### config.mk
export PLATFORM = sky130hd
export DESIGN_NAME = axi_master_arbiter
export DESIGN_NICKNAME = d
export VERILOG_FILES = /design/src/rtl/axi_master_arbiter.sv
export SDC_FILE = /design/constraint.sdc
export NUM_CORES = 1
export LEC_CHECK = 0
export BUFFER_PORTS_ARGS = -buffer_cell sky130_fd_sc_hd__buf_2
export CORE_ASPECT_RATIO = 1.75
export CORE_UTILIZATION = 35
export DETAILED_ROUTE_END_ITERATION = 6
export GPL_TIMING_DRIVEN = 0
export PLACE_DENSITY = 0.52
export SLEW_MARGIN = 5
export SYNTH_ARGS = -nofsm -noshare
export SYNTH_HDL_FRONTEND = slang
export SYNTH_SLANG_ARGS = --single-unit
### constraint.sdc
create_clock -name clk -period 50.3 [get_ports clk]
set_clock_uncertainty 0.05 [all_clocks]
set_input_delay 10.06 -clock clk [delete_from_list [all_inputs] [get_ports clk]]
set_output_delay 10.06 -clock clk [all_outputs]
set_load 0.005 [all_outputs]
### src/rtl/axi_master_arbiter.sv
// Round-robin arbiter that shares the single axi_master_interface command path between two requesters.
// It holds each command until completion, packs 32-bit read beats into a 128-bit line, and returns done/err per requester.
module axi_master_arbiter #(
    parameter int unsigned MAX_BURST      = 4,
    parameter int unsigned TIMEOUT_CYCLES = 255
) (
    input  logic         clk,
    input  logic         reset,
    input  logic         req0_valid,
    input  logic         req0_write,
    input  logic [7:0]   req0_addr,
    input  logic [127:0] req0_wdata,
    input  logic [2:0]   req0_burst,
    output logic         req0_ack,
    output logic         req0_done,
    output logic         req0_err,
    output logic [127:0] req0_rdata,
    input  logic         req1_valid,
    input  logic         req1_write,
    input  logic [7:0]   req1_addr,
    input  logic [127:0] req1_wdata,
    input  logic [2:0]   req1_burst,
    output logic         req1_ack,
    output logic         req1_done,
    output logic         req1_err,
    output logic [127:0] req1_rdata,
    output logic         write,
    output logic         read,
    output logic [7:0]   addr_wr,
    output logic [7:0]   addr_rd,
    output logic [127:0] data_wr,
    output logic [2:0]   w_burst,
    output logic [2:0]   r_burst,
    input  logic         done,
    input  logic         done_r,
    input  logic [31:0]  data_rd,
    input  logic         rd_beat
);

    localparam int unsigned TO_W = $clog2(TIMEOUT_CYCLES + 1);

    localparam logic [2:0] S_IDLE    = 3'd0;
    localparam logic [2:0] S_CHECK   = 3'd1;
    localparam logic [2:0] S_ISSUE   = 3'd2;
    localparam logic [2:0] S_RELEASE = 3'd3;
    localparam logic [2:0] S_RESP    = 3'd4;

    logic [2:0]      state_q, state_d;
    logic            ptr_q, ptr_d, gnt_q, gnt_d;
    logic            cmd_wr_q, cmd_wr_d;
    logic [7:0]      addr_q, addr_d;
    logic [127:0]    wdata_q, wdata_d;
    logic [2:0]      burst_q, burst_d;
    logic            err_q, err_d;
    logic [2:0]      beat_q, beat_d;
    logic [TO_W-1:0] to_q, to_d;
    logic [127:0]    rbuf_q, rbuf_d;
    logic            write_q, write_d, read_q, read_d;
    logic [7:0]      addr_wr_q, addr_wr_d, addr_rd_q, addr_rd_d;
    logic [127:0]    data_wr_q, data_wr_d;
    logic [2:0]      w_burst_q, w_burst_d, r_burst_q, r_burst_d;
    logic [1:0]      ack_q, ack_d, done_q, done_d, rerr_q, rerr_d;
    logic [127:0]    rdata0_q, rdata0_d, rdata1_q, rdata1_d;
    logic            sel_c, cmp_c, bad_burst_c, drop_c;

    // Pointer-indexed requester wins if valid, otherwise the other one.
    assign sel_c       = ptr_q ? req1_valid : ~req0_valid;
    assign cmp_c       = cmd_wr_q ? done : done_r;
    assign bad_burst_c = (burst_q == 3'd0) || (32'(burst_q) > MAX_BURST);

    always_comb begin
        state_d   = state_q;
        ptr_d     = ptr_q;
        gnt_d     = gnt_q;
        cmd_wr_d  = cmd_wr_q;
        addr_d    = addr_q;
        wdata_d   = wdata_q;
        burst_d   = burst_q;
        err_d     = err_q;
        beat_d    = beat_q;
        to_d      = to_q;
        rbuf_d    = rbuf_q;
        write_d   = write_q;
        read_d    = read_q;
        addr_wr_d = addr_wr_q;
        addr_rd_d = addr_rd_q;
        data_wr_d = data_wr_q;
        w_burst_d = w_burst_q;
        r_burst_d = r_burst_q;
        ack_d     = 2'b00;
        done_d    = 2'b00;
        rerr_d    = 2'b00;
        rdata0_d  = rdata0_q;
        rdata1_d  = rdata1_q;
        drop_c    = 1'b0;

        case (state_q)
            S_IDLE: begin
                if (req0_valid || req1_valid) begin
                    gnt_d    = sel_c;
                    cmd_wr_d = sel_c ? req1_write : req0_write;
                    addr_d   = sel_c ? req1_addr  : req0_addr;
                    wdata_d  = sel_c ? req1_wdata : req0_wdata;
                    burst_d  = sel_c ? req1_burst : req0_burst;
                    ack_d    = sel_c ? 2'b10 : 2'b01;
                    err_d    = 1'b0;
                    beat_d   = 3'd0;
                    to_d     = '0;
                    rbuf_d   = '0;
                    state_d  = S_CHECK;
                end
            end
            S_CHECK: begin
                if (bad_burst_c) begin
                    err_d   = 1'b1;
                    state_d = S_RESP;
                end else begin
                    if (cmd_wr_q) begin
                        write_d   = 1'b1;
                        addr_wr_d = addr_q;
                        data_wr_d = wdata_q;
                        w_burst_d = burst_q;
                    end else begin
                        read_d    = 1'b1;
                        addr_rd_d = addr_q;
                        r_burst_d = burst_q;
                    end
                    state_d = S_ISSUE;
                end
            end
            S_ISSUE: begin
                // Beats past the requested count are dropped.
                if (!cmd_wr_q && rd_beat && (beat_q < burst_q)) begin
                    rbuf_d[{beat_q[1:0], 5'd0} +: 32] = data_rd;
                    beat_d = beat_q + 3'd1;
                end
                to_d = to_q + TO_W'(1);
                if (cmp_c) begin
                    drop_c  = 1'b1;
                    state_d = S_RELEASE;
                end else if (to_d == TO_W'(TIMEOUT_CYCLES)) begin
                    err_d   = 1'b1;
                    drop_c  = 1'b1;
                    state_d = S_RELEASE;
                end
            end
            S_RELEASE: begin
                // Level-style completion must fall before we can respond.
                if (!cmp_c) begin
                    state_d = S_RESP;
                end
            end
            S_RESP: begin
                done_d = gnt_q ? 2'b10 : 2'b01;
                rerr_d = gnt_q ? {err_q, 1'b0} : {1'b0, err_q};
                if (gnt_q) begin
                    rdata1_d = rbuf_q;
                end else begin
                    rdata0_d = rbuf_q;
                end
                ptr_d   = ~gnt_q;
                state_d = S_IDLE;
            end
            default: state_d = S_IDLE;
        endcase

        if (drop_c) begin
            write_d   = 1'b0;
            read_d    = 1'b0;
            addr_wr_d = 8'd0;
            addr_rd_d = 8'd0;
            data_wr_d = '0;
            w_burst_d = 3'd0;
            r_burst_d = 3'd0;
        end
    end

    always_ff @(posedge clk or posedge reset) begin
        if (reset) begin
            state_q   <= S_IDLE;
            ptr_q     <= 1'b0;
            gnt_q     <= 1'b0;
            cmd_wr_q  <= 1'b0;
            addr_q    <= 8'd0;
            wdata_q   <= '0;
            burst_q   <= 3'd0;
            err_q     <= 1'b0;
            beat_q    <= 3'd0;
            to_q      <= '0;
            rbuf_q    <= '0;
            write_q   <= 1'b0;
            read_q    <= 1'b0;
            addr_wr_q <= 8'd0;
            addr_rd_q <= 8'd0;
            data_wr_q <= '0;
            w_burst_q <= 3'd0;
            r_burst_q <= 3'd0;
            ack_q     <= 2'b00;
            done_q    <= 2'b00;
            rerr_q    <= 2'b00;
            rdata0_q  <= '0;
            rdata1_q  <= '0;
        end else begin
            state_q   <= state_d;
            ptr_q     <= ptr_d;
            gnt_q     <= gnt_d;
            cmd_wr_q  <= cmd_wr_d;
            addr_q    <= addr_d;
            wdata_q   <= wdata_d;
            burst_q   <= burst_d;
            err_q     <= err_d;
            beat_q    <= beat_d;
            to_q      <= to_d;
            rbuf_q    <= rbuf_d;
            write_q   <= write_d;
            read_q    <= read_d;
            addr_wr_q <= addr_wr_d;
            addr_rd_q <= addr_rd_d;
            data_wr_q <= data_wr_d;
            w_burst_q <= w_burst_d;
            r_burst_q <= r_burst_d;
            ack_q     <= ack_d;
            done_q    <= done_d;
            rerr_q    <= rerr_d;
            rdata0_q  <= rdata0_d;
            rdata1_q  <= rdata1_d;
        end
    end

    assign req0_ack   = ack_q[0];
    assign req1_ack   = ack_q[1];
    assign req0_done  = done_q[0];
    assign req1_done  = done_q[1];
    assign req0_err   = rerr_q[0];
    assign req1_err   = rerr_q[1];
    assign req0_rdata = rdata0_q;
    assign req1_rdata = rdata1_q;
    assign write      = write_q;
    assign read       = read_q;
    assign addr_wr    = addr_wr_q;
    assign addr_rd    = addr_rd_q;
    assign data_wr    = data_wr_q;
    assign w_burst    = w_burst_q;
    assign r_burst    = r_burst_q;

endmodule

# After elaboration in Yosys (flattened, before gate mapping)
# Index checks and enable logic that the tools add are counted.
# W data, S select, Z words.
# word_totals
wordCells,130
output_inout_bits,414
ff_bits,699
# classes
eq_ne,14
n_shift,2
bitwise,2
magnitude_cmp,2
muxes,64
n_addsub,3
n_reduce_logical,20
# op_table
operator,count
$mux W128,7
$pmux W128 S2,1
$bwmux W128,1
$shift A32 B9 Y128 const A,1
$shiftx A32 B9 Y128,1
$mux W8,10
$mux W3,16
$mux W1,18
$pmux W8 S2,1
$mux W2,7
$ne A2 B2 Y1 const B,6
$pmux W3 S4,1
$reduce_and A3 Y1,4
$neg A7 Y9,1
$add A8 B1 Y8 const B,1
$eq A8 B8 Y1 const B,1
$reduce_and A2 Y1,4
$eq A3 B2 Y1 const B,2
$logic_not A3 Y1,2
$pmux W3 S2,1
$reduce_bool A2 Y1,3
$reduce_and A5 Y1,1
$ne A2 B1 Y1 const B,2
$add A3 B1 Y3 const B,1
other kinds (11),14

# Longest topological paths before layout
# logic_depth
ltp_word,7
mapped_depth,9
mapped_depth_nobuf,6

# Worst setup path after synthesis
# No wires, ideal clock.
# synth_path
path_type,input port to flip-flop
startpoint,input port req0_valid
endpoint,register addr_q[0]
stages,7
setup_time_ps,137
required_ps,50113
path_slack_ps,38825
t_arrival_ps,11288
path_cell_list,inv_1 mux2i_1 buf_2 buf_2 clkbuf_1 mux2i_1 a21oi_1
# synth_between
elab_chain_len,3
elab_cells_between_ends,5
classes_between,mux: 2; bitwise: 1; reduce/logical: 2
# synth_lines
element,line_no,rtl
start: declaration,9,"input logic req0_valid,"
$not A1 Y1,67,assign sel_c = ptr_q ? req1_valid : ~req0_valid;
$mux W1,67,
$mux W8,102,addr_d = sel_c ? req1_addr : req0_addr;
end signal: assignment,208,addr_q <= addr_d;
end: declaration,51,"logic [7:0] addr_q, addr_d;"
# Parallel ways exist; a longest one is shown, timed or not.
# A chain may end at the register's enable or synchronous reset.

# Worst setup path after layout
# layout_path
startpoint,input port req0_valid
endpoint,register addr_q[2]
# The elaborated chain is that of the path after synthesis.

==> flow_summary.toml <==
[floorplanning]
die_x_microns = 221
rows = 140
start_util_pct = 35.4
die_area_sq_mm = 0.0855
coreArea_sq_mm = 0.0834
num_io_pins = 733
chipHeight_microns = 386

[cts]
clock_sinks = 699
cts_max_level = 3
cts_tree = "yes"
clock_tree.root_cell = "clkbuf_16"
post_cts_buffers = 0
cts_buffers = 71
clock_path_buffers = 3
clk_pin_slew_ns = 0.06
cts_resized = 0
hold_buffers = 0
clock_latency_ns = 0.64

[worst_setup_path]
cp_common_cell = "buf_2"
regToRegSetupSlack_ns = 47.29
arrival_ns = 12.48
cp_cell_sequence = "buf_2, inv_1, mux2i_1, buf_2, buf_2, clkbuf_1, mux2i_1, a21oi_1"
start_kind = "input pin"
crit_required_ns = 50.75
cp_slowest_stage_delay_ns = 0.80
cp_max_fo = 10
path_class = "input pin to register"
end_kind = "register"
critPathSlowestCell = "clkbuf_1"

[global_routing]
antenna_found_initial = 7
grt_pass1_vias = 23200
grt_max_degree = 129
overflow = 0
grtUsageTotal_pct = 23.4
grt_pass1_wl_microns = 150000

[outcome]
status = "finished clean"

[sta]
max_freq_ghz = 0.0831
final.period_utilization_pct = 23.9
post-route-min-period_ns = 12.03
fin_tns_setup_ns = 0
grt_setup_unrepaired = "no"
tightest_slew_ns = 1.02
hold_viol = 0
slew_violations = 0
relSlewSlack_pct = 32.3
setup_violations = 0
fin_ws_ns = 38.27

[layout]
synthToLayoutAreaGrowth_pct = 25.6
final_cell_mix = "buf_2 (772), dfrtp_1 (699), mux2i_1 (282)"
stdcell_area_sq_mm = 0.0370
num-fill-cells = 7918
final_common_cell = "buf_2"
drive_above_1_share_pct = 36.5
fin_nets = 3518

[synthesis]
yosysTopAreaCell = "dfrtp_1"
avgSynthCellArea_sq_um = 12.4
syn_nets = 2708
synth_area_leaders = "dfrtp_1 (59%), mux2_2 (9.8%), mux2i_1 (9.6%)"
synth_flop_cell = "dfrtp_1"
synth_seq_area_share_pct = 59.3
ys_warn_count = 0
synth_top_area_share_pct = 59.3
synthArstFlopShare_pct = 100
yosysUniqueCellTypes = 51
syn_area_sq_mm = 0.0295
ys_ff_latch = 699
synth_edf_count = 0
syn_inst = 2380

[drt]
firstDrtPassIters = 5
wire_per_inst_microns = 23.4
antenna_left = 0
drc = 0
drt_wl_total_microns = 101000
viasPerCell = 5.06
dr_total_vias = 21800
drt_iter0_drc = 1330

[pwr]
switching_share_pct = 35.5
irDropWorstVdd_mv = 0.0276
clockPowerShare_pct = 25.5
combPwrFrac_pct = 35.5
p_int_uw = 1400
power.leakage_uw = 0.0182
switchingPower_uw = 771
sequentialPowerShare_pct = 39.0
power_uw = 2170
power_density_mw_per_mm2 = 58.6

[placement]
dpl.hpwl_microns = 76800
port_buffers = 732
place.gp.congestion = 0.868
placed_area_sq_mm = 0.0346
post-place-ws_ns = 37.56

[run]
drv_cap = 0

[worst_hold_path]
holdCritPathClass = "register to register"
## registers in the layout, summed over array words and instances, names as in the netlist, 8 cells and up
register / cells
to_q: 8
data_wr: 128
wdata_q: 128
rbuf_q: 128
req1_rdata: 128
addr_wr: 8
req0_rdata: 128
addr_q: 8
addr_rd: 8
## cell type report
cell class | instances | area [sq um] | area share, %
tap | 1065 | 1330 | 3.60
multi-input combinational | 1368 | 10600 | 28.7
clock inverter | 23 | 295 | 0.797
sequential | 699 | 17500 | 47.2
timing repair buffer | 737 | 3800 | 10.3
inverter | 139 | 529 | 1.43
buffer | 174 | 853 | 2.30
antenna | 2 | 5.00 | 0.0135
clock buffer | 103 | 2100 | 5.67
## path summary, 6_finish.rpt
path | startpoint | to | cells after the start
max in group asynchronous | reset | data_wr[95]$_DFFE_PP0P_ | 4
min in group asynchronous | reset | done_q[0]$_DFF_PP0_ | 2
setup reg to reg | burst_q[0]$_DFFE_PP0P_ | data_wr[47]$_DFFE_PP0P_ | 7
hold reg to reg | req1_rdata[38]$_DFFE_PP0P_ | req1_rdata[38]$_DFFE_PP0P_ | 1
hold / removal | req1_rdata[38]$_DFFE_PP0P_ | req1_rdata[38]$_DFFE_PP0P_ | 1
setup / recovery | req0_valid | addr_q[2]$_DFFE_PP0P_ | 8
## cell usage after synthesis, drive strengths merged, types with 3 or more instances
library cell  count
clkbuf           97
and3            140
nand2           146
nand3             5
nand4             3
o22ai             3
dfrtp           699
inv             139
a221o           137
ha                9
nand3b            3
nor2            172
mux2i           282
and2              4
buf              77
nor3b             3
o21ai            15
a21oi           155
mux2            258
## worst max-delay path: cells and delay by family
kind                   cells  cell delay [ns]
AO/OA/AOI/OAI              1             0.13
buffers and inverters      5             1.67
multiplexers               2             0.60
## logic make-up (layout without fill, tap and decap cells)
logic type	Yosys count	after routing	synth area share [%]
adder cells (fa/ha/maj)	9	9	0.382
buffers and inverters	313	1176	4.66
XOR/XNOR	2	2	0.0594
AND/OR/NAND/NOR	492	492	7.97
flip-flops	699	699	59.3
other	0	2	0
AO/OA/AOI/OAI	325	325	8.21
multiplexers	540	540	19.4
## through the flow
stage / std cells / hold slack [ns] / utilization, %
final: 4310 / 0.450 / 44.4
after global routing: 4309 / 0.468 / 44.4
after CTS: 4308 / 0.453 / 44.4
after detailed placement: 4182 / 0.440 / 41.5
after global placement: 4177 / 0.427 / 41.4
after floorplan: 2380 / 0.415 / -
## routing by layer
| layer | part of all wire, % | track usage [%] | wire length (microns) | up-vias |
|---|---|---|---|---|
| met5 | 0.070 | 0 | 71 | - |
| met4 | 2.7 | 8.02 | 2680 | 10 |
| met3 | 7.2 | 6.71 | 7250 | 134 |
| met2 | 52 | 42.1 | 52000 | 735 |
| met1 | 39 | 26.4 | 38900 | 11000 |
| li1 | - | - | - | 9954 |
## power by group through the flow
stage	registers (uW)	logic [uW]	clock network [uW]
global placement	850	763	0
floorplan	836	465	0
finish	847	771	553
CTS	847	783	570
global route	868	841	589
detailed placement	854	781	0
No activity file was read; power rests on OpenSTA's default activity.
